[src/rtl/fifo_sched_if.sv]
// Handshake bundle for fifo_sched: two producers, the shared FIFO's ports, and the consumer.
// The slave modport is the scheduler side; master is the surrounding environment.
interface fifo_sched_if #(
  parameter int DATA_WIDTH = 24
);
  logic                  s0_valid;
  logic [DATA_WIDTH-1:0] s0_data;
  logic                  s0_ready;
  logic                  s1_valid;
  logic [DATA_WIDTH-1:0] s1_data;
  logic                  s1_ready;
  logic                  fifo_wr;
  logic [DATA_WIDTH-1:0] fifo_w_data;
  logic                  fifo_full;
  logic                  fifo_rd;
  logic [DATA_WIDTH-1:0] fifo_r_data;
  logic                  fifo_empty;
  logic                  m_valid;
  logic [DATA_WIDTH-1:0] m_data;
  logic                  m_ready;

  modport slave (
    input  s0_valid, s0_data, s1_valid, s1_data,
    input  fifo_full, fifo_r_data, fifo_empty, m_ready,
    output s0_ready, s1_ready, fifo_wr, fifo_w_data, fifo_rd, m_valid, m_data
  );

  modport master (
    output s0_valid, s0_data, s1_valid, s1_data,
    output fifo_full, fifo_r_data, fifo_empty, m_ready,
    input  s0_ready, s1_ready, fifo_wr, fifo_w_data, fifo_rd, m_valid, m_data
  );
endinterface

[src/rtl/fifo_sched.sv]
// Round-robin write scheduler for two audio producers into a shared FIFO, plus a
// one-entry registered read stage and saturating per-channel accept counters.
module fifo_sched #(
  parameter int DATA_WIDTH = 24,
  parameter int CNT_WIDTH  = 16
) (
  input  logic                 clk,
  input  logic                 reset,
  fifo_sched_if.slave          bus,
  output logic [CNT_WIDTH-1:0] cnt0,
  output logic [CNT_WIDTH-1:0] cnt1,
  output logic                 last_grant
);

  localparam logic [CNT_WIDTH-1:0] CNT_ONE = CNT_WIDTH'(1);
  localparam logic [CNT_WIDTH-1:0] CNT_MAX = '1;

  logic                  r_prio;
  logic                  r_last_grant;
  logic [CNT_WIDTH-1:0]  r_cnt0;
  logic [CNT_WIDTH-1:0]  r_cnt1;
  logic                  r_m_valid;
  logic [DATA_WIDTH-1:0] r_m_data;

  logic w_grant0;
  logic w_grant1;
  logic w_acc0;
  logic w_acc1;
  logic w_rd;

  always_comb begin
    // NOTE: every combinational output is given a default first so no path infers a latch.
    w_grant0 = 1'b0;
    w_grant1 = 1'b0;
    if (bus.s0_valid && bus.s1_valid) begin
      w_grant0 = ~r_prio;
      w_grant1 = r_prio;
    end else begin
      w_grant0 = bus.s0_valid;
      w_grant1 = bus.s1_valid;
    end
  end

  // Strobes are qualified by reset so nothing fires while it is held low.
  assign w_acc0 = reset & w_grant0 & ~bus.fifo_full;
  assign w_acc1 = reset & w_grant1 & ~bus.fifo_full;
  assign w_rd   = reset & ~bus.fifo_empty & (~r_m_valid | bus.m_ready);

  assign bus.s0_ready    = w_acc0;
  assign bus.s1_ready    = w_acc1;
  assign bus.fifo_wr     = w_acc0 | w_acc1;
  assign bus.fifo_w_data = w_grant1 ? bus.s1_data : bus.s0_data;
  assign bus.fifo_rd     = w_rd;
  assign bus.m_valid     = r_m_valid;
  assign bus.m_data      = r_m_data;

  assign cnt0       = r_cnt0;
  assign cnt1       = r_cnt1;
  assign last_grant = r_last_grant;

  always_ff @(posedge clk or negedge reset) begin
    // NOTE: sequential state uses non-blocking assignments so every register samples pre-edge values.
    if (!reset) begin
      r_prio       <= 1'b0;
      r_last_grant <= 1'b0;
      r_cnt0       <= '0;
      r_cnt1       <= '0;
    end else begin
      if (w_acc0) begin
        r_prio       <= 1'b1;
        r_last_grant <= 1'b0;
        if (r_cnt0 != CNT_MAX) r_cnt0 <= r_cnt0 + CNT_ONE;
      end else if (w_acc1) begin
        r_prio       <= 1'b0;
        r_last_grant <= 1'b1;
        if (r_cnt1 != CNT_MAX) r_cnt1 <= r_cnt1 + CNT_ONE;
      end
    end
  end

  // A pop always reloads the stage, which also covers a same-cycle consumer take.
  always_ff @(posedge clk or negedge reset) begin
    if (!reset) begin
      r_m_valid <= 1'b0;
      r_m_data  <= '0;
    end else if (w_rd) begin
      r_m_valid <= 1'b1;
      r_m_data  <= bus.fifo_r_data;
    end else if (bus.m_ready) begin
      r_m_valid <= 1'b0;
    end
  end

endmodule
[src/flat_wrapper.sv]
// flat-port wrapper written by rule: the top's interface ports become plain ports
module fifo_sched_flat 
#(
  parameter int DATA_WIDTH = 24,
  parameter int CNT_WIDTH  = 16
)
  (clk, reset, cnt0, cnt1, last_grant, bus_s0_valid, bus_s0_data, bus_s1_valid, bus_s1_data, bus_fifo_full, bus_fifo_r_data, bus_fifo_empty, bus_m_ready, bus_s0_ready, bus_s1_ready, bus_fifo_wr, bus_fifo_w_data, bus_fifo_rd, bus_m_valid, bus_m_data);
  fifo_sched_if #(.DATA_WIDTH(DATA_WIDTH)) bus_i ();
  input  logic clk;
  input  logic reset;
  output logic [CNT_WIDTH-1:0] cnt0;
  output logic [CNT_WIDTH-1:0] cnt1;
  output logic last_grant;
  input wire logic [$bits(bus_i.s0_valid)-1:0] bus_s0_valid;
  input wire logic [$bits(bus_i.s0_data)-1:0] bus_s0_data;
  input wire logic [$bits(bus_i.s1_valid)-1:0] bus_s1_valid;
  input wire logic [$bits(bus_i.s1_data)-1:0] bus_s1_data;
  input wire logic [$bits(bus_i.fifo_full)-1:0] bus_fifo_full;
  input wire logic [$bits(bus_i.fifo_r_data)-1:0] bus_fifo_r_data;
  input wire logic [$bits(bus_i.fifo_empty)-1:0] bus_fifo_empty;
  input wire logic [$bits(bus_i.m_ready)-1:0] bus_m_ready;
  output wire logic [$bits(bus_i.s0_ready)-1:0] bus_s0_ready;
  output wire logic [$bits(bus_i.s1_ready)-1:0] bus_s1_ready;
  output wire logic [$bits(bus_i.fifo_wr)-1:0] bus_fifo_wr;
  output wire logic [$bits(bus_i.fifo_w_data)-1:0] bus_fifo_w_data;
  output wire logic [$bits(bus_i.fifo_rd)-1:0] bus_fifo_rd;
  output wire logic [$bits(bus_i.m_valid)-1:0] bus_m_valid;
  output wire logic [$bits(bus_i.m_data)-1:0] bus_m_data;
  assign bus_i.s0_valid = bus_s0_valid;
  assign bus_i.s0_data = bus_s0_data;
  assign bus_i.s1_valid = bus_s1_valid;
  assign bus_i.s1_data = bus_s1_data;
  assign bus_i.fifo_full = bus_fifo_full;
  assign bus_i.fifo_r_data = bus_fifo_r_data;
  assign bus_i.fifo_empty = bus_fifo_empty;
  assign bus_i.m_ready = bus_m_ready;
  assign bus_s0_ready = bus_i.s0_ready;
  assign bus_s1_ready = bus_i.s1_ready;
  assign bus_fifo_wr = bus_i.fifo_wr;
  assign bus_fifo_w_data = bus_i.fifo_w_data;
  assign bus_fifo_rd = bus_i.fifo_rd;
  assign bus_m_valid = bus_i.m_valid;
  assign bus_m_data = bus_i.m_data;
  fifo_sched #(.DATA_WIDTH(DATA_WIDTH), .CNT_WIDTH(CNT_WIDTH)) u_core (.clk(clk), .reset(reset), .bus(bus_i), .cnt0(cnt0), .cnt1(cnt1), .last_grant(last_grant));
endmodule
[config.mk]
export PLATFORM = sky130hd
export DESIGN_NAME = fifo_sched_flat
export DESIGN_NICKNAME = d
export VERILOG_FILES = /design/src/rtl/fifo_sched_if.sv /design/src/rtl/fifo_sched.sv /design/src/flat_wrapper.sv
export SDC_FILE = /design/constraint.sdc
export NUM_CORES = 1
export LEC_CHECK = 0
export ABC_AREA = 1
export CAP_MARGIN = 0
export CORE_ASPECT_RATIO = 1.4
export CORE_MARGIN = 2
export CORE_UTILIZATION = 44
export DETAILED_ROUTE_END_ITERATION = 10
export PLACE_DENSITY = 0.85
export SETUP_SLACK_MARGIN = 0.5
export SYNTH_ARGS = -nofsm -noshare
export SYNTH_HDL_FRONTEND = slang
export SYNTH_SLANG_ARGS = --single-unit
export TNS_END_PERCENT = 5
[constraint.sdc]
create_clock -name clk -period 3.4 [get_ports clk]
set_input_delay 0.68 -clock clk [delete_from_list [all_inputs] [get_ports clk]]
set_output_delay 0.68 -clock clk [all_outputs]
set_load 0.02 [all_outputs]
==> impl_metrics.tcl, run 1 <==
set metrics [dict create \
    netlist_instances 482 \
    critPathKind "input port to output port" \
    antenna_left 0 \
    power.leakage_nw 2.498 \
    finalWirelength_mm 10.06 \
    arrival_ps 2300 \
    switching_power_mw 0.7361 \
    finalSetupTns_ps 0 \
    synth.distinct_cells 24 \
    drt_first_pass_iters 4 \
    critical_path.cell_chain "clkdlybuf4s50_1, nand2_1, nand2_2, buf_6, nand2_1, nand2_1, clkdlybuf4s50_1" \
    p_sw_frac 0.3409 \
    synthesis.nets 563 \
    vdd_ir_drop_max_mv 0.3113 \
    die_area_um2 8390 \
    fin_crit_sh 0.8771 \
    root_buffer "clkbuf_8" \
    ios 165 \
    pwr_density_cell_nw_per_um2 409.3 \
    crit_path_start_kind "input port" \
    post-route-min-period_ps 2982 \
    hold_violations 0 \
    detail_route.wl_per_cell_um 13.37 \
    instances_no_fill 752 \
    worstSetupEndpointType "output port" \
    hold_slack_ps 472.8 \
    post-cts-setup-buffers 0 \
    htree_levels 3 \
    port_buffers 164 \
    cp_data_required_time_ps 2720 \
    grt_usage 0.2436 \
    avgViaCountPerCell 4.883 \
    synth_seq_cells 59 \
    die_h_um 107.6 \
    area_delta_synth_final_pct 56.44 \
    cts_hold_buf 0 \
    coreArea_um2 7407 \
    grt_pass1_vias 3553 \
    pwr-share-comb 0.356 \
    die_x_um 77.99 \
    intPower_mw 1.423 \
    skew_ps 6.347 \
    nNetsFinal 733 \
    post-dp-hpwl_mm 7.714 \
    num_antenna_cells 0 \
    overflow 0 \
    cp_slowest_cell "clkdlybuf4s50_1" \
    numCtsBuffers 9 \
    num_rows 37 \
    status "completed" \
    relSlewSlack 0.5013 \
    worstPathMaxFanout 25 \
    gp_congestion 0.8508 \
    path_clk_slew_ps 60 \
    drv_slew 0 \
    cts.sinks 59 \
    path_buf_inv 3 \
    crit_family "buffers and inverters" \
    grt_pass1_wl_mm 16.24 \
    drcViolationCount 0 \
    netlist_area_um2 3372 \
    drv_cap 0 \
    rsz0062_at_grt "yes" \
    drt_iter0_markers 244 \
    cpMostUsedCell "nand2_1" \
    hp-class "flop to flop" \
    clock_latency_ps 330 \
    cpPeakStageDelay_ps 600 \
    clockBufferDepth 2 \
    r2r_setup_slack_ps 1600 \
    grt_max_degree 60 \
    setup_viol 0 \
    place_inst 738 \
    fmaxAchievable_mhz 335.3 \
    drive_gt1_frac 0.06718 \
    avgSynthCellArea_um2 6.996 \
    dr_total_vias 3672 \
    yosysWarnings 0 \
    pre_cts_ws_ps 349.1 \
    finalPower_mw 2.159 \
    cts_tree "built" \
    clkPwrFrac 0.239 \
    antenna_found_initial 0 \
    initial_core_util 0.4552 \
    seq_area_frac_synth 0.4378 \
    tightest_slew_ps 748.0 \
    p_seq_frac 0.405 \
    worst_slack_ps 417.9 \
]
[path summary, 6_finish.rpt]
path / startpoint / cells after the start / end
max: bus_s0_valid / 7 / bus_fifo_w_data[13]
max in group asynchronous: reset / 2 / u_core.cnt1[1]
min in group asynchronous: reset / 2 / u_core.cnt0[3]
min: u_core.bus.m_data[12] / 2 / u_core.bus.m_data[12]
min reg2reg: u_core.bus.m_data[12] / 2 / u_core.bus.m_data[12]
max reg2reg: u_core.cnt0[0] / 10 / u_core.cnt0[10]
[sequential cells by signal (all words and copies together) (netlist names)]
signal and cells:
u_core.last_grant 1, u_core.r_prio 1, u_core.cnt1 16, u_core.bus.m_data 24, u_core.cnt0 16, u_core.bus.m_valid 1
[through the flow]
| step | area (um^2) | utilization |
|---|---|---|
| after floorplan | 3372 | - |
| after global placement | 5121 | 0.6914 |
| after detailed placement | 5121 | 0.6914 |
| after CTS | 5273 | 0.7118 |
| after global routing | 5275 | 0.7122 |
| final | 5275 | 0.7122 |
[logic make-up (layout without fill, tap and decap cells)]
family / count (synthesis) / in the layout / share of synthesized area
AOI/OAI and AO/OA: 6 / 6 / 0.008906
xor gates and xnor gates: 11 / 11 / 0.02857
adders and majority gates: 2 / 2 / 0.007420
buffers and inverters: 38 / 211 / 0.04972
DFF: 59 / 59 / 0.4378
and+or+nand+nor: 366 / 366 / 0.4675
[cells in the final DEF, fill, tap and decap left out, types with 6 or more instances in the layout]
cell type,Yosys,routed
clkbuf_8,0,9
clkdlybuf4s50_1,0,161
dfrtp_1,59,59
inv_1,20,20
inv_2,6,6
nand2_1,277,277
nand2_2,6,6
nand3_1,17,17
nand3b_1,7,7
nand4_1,12,12
nor2_1,34,34
xnor2_1,7,7
[worst reg2reg max path, cell delays in order (launching register included)]
cell and delay [ps]:
dfrtp_1 420, ha_1 280, nand3_2 120, inv_1 70, nand2_1 90, clkinv_1 120
nand2_2 160, nand2_4 150, inv_2 200, nand2_1 90, nand2_1 60
[timing repair]
action                                 in CTS  in global routing
setup endpoints to repair                  26                 25
gates resized for setup                     2                  1
endpoints found under the hold margin       0                  0
[cell type report]
cell class | count | area (um^2)
well taps | 97 | 121.4
multi-input cells | 385 | 1728
flip-flops and latches | 59 | 1476
clock inverters | 3 | 17.52
clock buffers | 11 | 131.4
fillers | 599 | 2132
repair buffers | 170 | 1699
inverters | 27 | 101.3
[power groups by stage]
stage          clock [mW]  combinational [mW]  sequential (mW)
4_1_cts             0.534               0.776            0.874
3_5_place_dp            0               0.773            0.886
5_1_grt             0.569               0.830            0.885
3_3_place_gp            0               0.758            0.881
2_1_floorplan           0               0.255            0.983
6_report            0.516               0.768            0.874
[per-layer routing]
| metal | routed length (um) | share of wire | track usage | vias up |
|---|---|---|---|---|
| met5 | 0 | 0 | 0 | - |
| met4 | 277 | 0.028 | 0.1003 | 0 |
| met3 | 420 | 0.042 | 0.04866 | 22 |
| met2 | 5420 | 0.54 | 0.4317 | 117 |
| met1 | 3939 | 0.39 | 0.2857 | 1710 |
| li1 | - | - | - | 1823 |
[cells in the mapped netlist, drive strengths merged]
library cell,instances,area [um^2]
nand3b,7,52.55
xnor2,7,61.31
nand3,18,95.09
nor2,41,210.2
o21ai,6,30.03
nor3,2,32.53
nand4,12,75.07
clkinv,1,3.750
buf,5,43.79
clkbuf,6,22.52
inv,26,97.59
xor2,4,35.03
dfrtp,59,1476
ha,2,25.02
nand2,286,1111
Power figures use the tool's default switching activity.
==> run 2, diff against run 1 <==
--- a/config.mk
+++ b/config.mk
@@ -12,6 +12,7 @@
 export CORE_UTILIZATION = 44
 export DETAILED_ROUTE_END_ITERATION = 10
 export PLACE_DENSITY = 0.85
+export RECOVER_POWER = 100
 export SETUP_SLACK_MARGIN = 0.5
 export SYNTH_ARGS = -nofsm -noshare
 export SYNTH_HDL_FRONTEND = slang
==> run 2 against run 1 <==
  * Sequential power fell by 0.5%
  * Final cell count did not move
  * Clock-buffer cell count did not move
  * Critical path depth fell by 2
  * Worst hold slack got worse by 5.4 ps
  * Sequential share of layout area rose by 0.28 points
  * Clock power barely moved
  * Critical endpoint is now bus_s0_ready
  * Highest routed layer unchanged
==> impl_metrics.tcl, run 2 (same netlist as run 1, synthesis figures left out) <==
set metrics [dict create \
    post-cts-setup-buffers 0 \
    dr_total_vias 3684 \
    worstPathMaxFanout 3 \
    avgViaCountPerCell 4.899 \
    crit_path_start_kind "input port" \
    arrival_ps 2410 \
    finalWirelength_mm 10.06 \
    final_cell_mix "nand2_1, dlygate4sd3_1, clkdlybuf4s50_1, dfrtp_1, nor2_1" \
    reg2reg_depth 9 \
    rsz0062_at_grt "yes" \
    endpoint "bus_s0_ready" \
    critPathKind "input port to output port" \
    drv_cap 0 \
    num_antenna_cells 0 \
    dpl_cell_area_um2 5121 \
    vdd_ir_drop_max_mv 0.3074 \
    reg2reg_to "u_core.cnt1[3]" \
    largest_register_ffs 24 \
    detail_route.wl_per_cell_um 13.38 \
    final_area_um2 5223 \
    power.leakage_nw 2.621 \
    post-route-min-period_ps 3086 \
    coreArea_um2 7407 \
    hold_violations 0 \
    cp_data_required_time_ps 2720 \
    post-dp-hpwl_mm 7.714 \
    overflow 0 \
    htree_levels 3 \
    drt_first_pass_iters 5 \
    relSlewSlack 0.02251 \
    drv_slew 0 \
    clock_latency_ps 330 \
    path_clk_slew_ps 60 \
    grt_usage 0.2436 \
    hold_depth 2 \
    hp-class "flop to flop" \
    ios 165 \
    gp_congestion 0.8508 \
    num_rows 37 \
    worstSetupEndpointType "output port" \
    area_delta_synth_final_pct 54.88 \
    mostFrequentLayoutCell "nand2_1" \
    cts_tree "built" \
    status "completed" \
    initial_core_util 0.4552 \
    tightest_slew_ps 1466 \
    root_buffer "clkbuf_8" \
    numCtsBuffers 9 \
    grt_pass1_vias 3553 \
    crit_start "bus_fifo_full" \
    pwr_density_cell_nw_per_um2 402.8 \
    port_buffers 164 \
    die_area_um2 8390 \
    fmaxAchievable_mhz 324.0 \
    setup_viol 0 \
    grt_max_degree 60 \
    cts.sinks 59 \
    antenna_left 0 \
    fin_crit_sh 0.9078 \
    antenna_found_initial 0 \
    drt_iter0_markers 243 \
    reg2reg_from "u_core.cnt1[0]" \
    nNetsFinal 733 \
    finalSetupTns_ps 0 \
    skew_ps 5.778 \
    die_h_um 107.6 \
    drive_gt1_frac 0.05038 \
    die_x_um 77.99 \
    drcViolationCount 0 \
    clockBufferDepth 2 \
    r2r_setup_slack_ps 980 \
    grt_pass1_wl_mm 16.24 \
]
-- run 2: report_power, final --
group	internal (mW)	total (mW)	leakage, nW	switching, mW
Combinational	0.327	0.715	1.77	0.387
Clock	0.254	0.519	0.0750	0.265
Sequential	0.792	0.870	0.771	0.0786
-- run 2: worst max-delay path, cell delays in order --
cell           delay, ps
dlygate4sd3_1        540
nor2_1               240
nand3_1              170
clkinv_1              90
dlygate4sd3_1        680
-- run 2: layout make-up --
| class | count | area (um^2) |
|---|---|---|
| clock buffer | 11 | 131.4 |
| tap | 97 | 121.4 |
| multi-input combinational | 385 | 1695 |
| inverter | 27 | 101.3 |
| clock inverter | 3 | 17.52 |
| timing repair buffer | 170 | 1679 |
| sequential | 59 | 1476 |
| fill | 614 | 2185 |
-- run 2: worst min-delay path by stage --
stage / start / endpoint / slack [ps]
2_1_floorplan: reset / u_core.bus.m_data[0] / 380
3_3_place_gp: u_core.bus.m_data[23] / u_core.bus.m_data[23] / 450
3_5_place_dp: u_core.bus.m_data[18] / u_core.bus.m_data[18] / 460
4_1_cts: u_core.bus.m_data[18] / u_core.bus.m_data[18] / 480
5_1_grt: u_core.bus.m_data[13] / u_core.bus.m_data[13] / 490
6_report: u_core.bus.m_data[6] / u_core.bus.m_data[6] / 470
-- run 2: repair_timing --
action | in CTS | in global routing
hold buffers | 0 | 0
setup endpoints to repair | 26 | 25
gates resized for setup | 2 | 1
-- run 2: per-stage QoR --
step	util	total power, mW	hold slack (ps)	std cells	setup slack (ps)
3_5_place_dp	0.6914	1.659	460.5	738	349.1
5_1_grt	0.7051	2.227	488.8	752	222.4
6_report	0.7051	2.104	467.4	752	313.6
4_1_cts	0.7118	2.184	477.7	752	416.1
3_3_place_gp	0.6914	1.639	454.9	738	380.5
2_1_floorplan	-	1.238	384.4	482	1253
-- run 2: layer usage --
layer  up-vias  global-route usage  part of all wire
met4         0              0.1003             0.029
li1       1825                   -                 -
met2       116              0.4317              0.53
met1      1720              0.2857              0.40
met3        23             0.04866             0.042
met5         -                   0                 0
==> run 3, diff against run 2 <==
--- a/config.mk
+++ b/config.mk
@@ -8,10 +8,9 @@
 export ABC_AREA = 1
 export CAP_MARGIN = 0
 export CORE_ASPECT_RATIO = 1.4
-export CORE_MARGIN = 2
 export CORE_UTILIZATION = 44
 export DETAILED_ROUTE_END_ITERATION = 10
-export PLACE_DENSITY = 0.85
+export PLACE_DENSITY = 0.86
 export RECOVER_POWER = 100
 export SETUP_SLACK_MARGIN = 0.5
 export SYNTH_ARGS = -nofsm -noshare
==> run 3 against run 2 <==
  * Clock power grew 41%
  * Register-to-register slack worse by 30 ps
  * Flip-flop and latch count unchanged
  * Clock skew increased by 0.54 ps
  * Design area rose by 1.5%
  * Highest routed layer unchanged
==> impl_metrics.tcl, run 3 (same netlist as run 1, synthesis figures left out) <==
set metrics [dict create \
    mostFrequentLayoutCell "nand2_1" \
    grt_max_degree 60 \
    drt_first_pass_iters 5 \
    port_buffers 164 \
    hp-class "flop to flop" \
    grt_usage 0.2672 \
    crit_path_start_kind "input port" \
    die_x_um 75.99 \
    drv_slew 0 \
    cts_tree "built" \
    post-dp-hpwl_mm 7.637 \
    rsz0062_at_grt "yes" \
    pwr_density_cell_nw_per_um2 436.7 \
    die_area_um2 8023 \
    finalSetupTns_ps 0 \
    detail_route.wl_per_cell_um 13.75 \
    cts_hold_buf 0 \
    relSlewSlack 0.05274 \
    antenna_left 0 \
    worstPathMaxFanout 3 \
    critPathKind "input port to output port" \
    clockBufferDepth 2 \
    worstSetupEndpointType "output port" \
    drive_gt1_frac 0.05945 \
    finalWirelength_mm 10.36 \
    grt_pass1_vias 3660 \
    dr_total_vias 3709 \
    root_buffer "clkbuf_8" \
    vdd_ir_drop_max_mv 0.2990 \
    clock_latency_ps 330 \
    drt_iter0_markers 352 \
    post-route-min-period_ps 3099 \
    num_rows 37 \
    pre_cts_ws_ps 250.0 \
    p_seq_frac 0.375 \
    drcViolationCount 0 \
    worst_slack_ps 300.6 \
    overflow 0 \
    numCtsBuffers 9 \
    fin_util 0.7157 \
    avgViaCountPerCell 4.926 \
    hold_violations 0 \
    pwr-share-comb 0.309 \
    largest_register_ffs 24 \
    power.leakage_nw 2.654 \
    p_sw_frac 0.3230 \
    fmaxAchievable_mhz 322.6 \
    ios 165 \
    setup_viol 0 \
    gp_congestion 0.9164 \
    antenna_found_initial 0 \
    area_delta_synth_final_pct 57.22 \
    nNetsFinal 732 \
    clkPwrFrac 0.316 \
    arrival_ps 2420 \
    switching_power_mw 0.7478 \
    drv_cap 0 \
    htree_levels 3 \
    tightest_slew_ps 1421 \
    dpl_cell_area_um2 5101 \
    coreArea_um2 7407 \
    fin_crit_sh 0.9116 \
    path_clk_slew_ps 60 \
    cts.sinks 59 \
    num_antenna_cells 0 \
    initial_core_util 0.4552 \
    intPower_mw 1.567 \
    status "completed" \
    post-cts-setup-buffers 0 \
    die_h_um 105.6 \
    final_cell_mix "nand2_1, dlygate4sd3_1, clkdlybuf4s50_1, dfrtp_1, nor2_1" \
    final_area_um2 5301 \
    skew_ps 6.314 \
    grt_pass1_wl_mm 17.11 \
    cp_data_required_time_ps 2720 \
]
-- run 3: final cells by class --
type	instances	area, um^2
Timing Repair Buffer	169	1659
Fill cell	570	2106
Sequential cell	59	1476
Inverter	27	103.9
Multi-Input combinational cell	385	1713
Clock inverter	4	72.57
Tap cell	97	121.4
Clock buffer	12	155.1
-- run 3: timing repair --
| action | CTS | global route |
|---|---|---|
| gates resized for setup | 3 | 1 |
| endpoints found under the hold margin | 0 | 0 |
| setup endpoints to repair | 26 | 26 |
-- run 3: power groups by stage --
stage                     sequential, mW  combinational, mW  clock, mW
after floorplan                    0.983              0.255          0
after global placement             0.880              0.751          0
after detailed placement           0.886              0.770          0
after CTS                          0.874              0.774      0.739
after global routing               0.885              0.777      0.773
final                              0.869              0.715      0.731
-- run 3: critical path: stages --
cell and delay [ps]:
dlygate4sd3_1 580, nor2_4 210, nand3_1 190, inv_1 120
clkdlybuf4s50_1 640
-- run 3: path summary, 6_finish.rpt --
| kind | from | end | slack (ps) | cells after the start |
|---|---|---|---|---|
| max | bus_fifo_full | bus_s0_ready | 300 | 5 |
| min | u_core.bus.m_data[20] | u_core.bus.m_data[20] | 470 | 2 |
| max reg2reg | u_core.bus.m_valid | u_core.bus.m_data[23] | 950 | 7 |
| min reg2reg | u_core.bus.m_data[20] | u_core.bus.m_data[20] | 470 | 2 |
| max in group asynchronous | reset | u_core.cnt1[13] | 1690 | 2 |
| min in group asynchronous | reset | u_core.bus.m_data[8] | 850 | 2 |
-- run 3: per-stage QoR --
step / power, mW / hold slack [ps] / instances
after global placement: 1.631 / 454.0 / 737
final: 2.315 / 465.6 / 753
after floorplan: 1.238 / 384.4 / 482
after global routing: 2.436 / 491.3 / 753
after CTS: 2.387 / 474.2 / 753
after detailed placement: 1.655 / 458.9 / 737
-- run 3: routing by layer --
layer  up-vias  global-route usage  routed length [um]
met3        35             0.05281                 447
met5         -                   0                   0
met2       130              0.4844                5632
met4         0              0.1332                 310
met1      1714              0.2955                3964
li1       1830                   -                   -
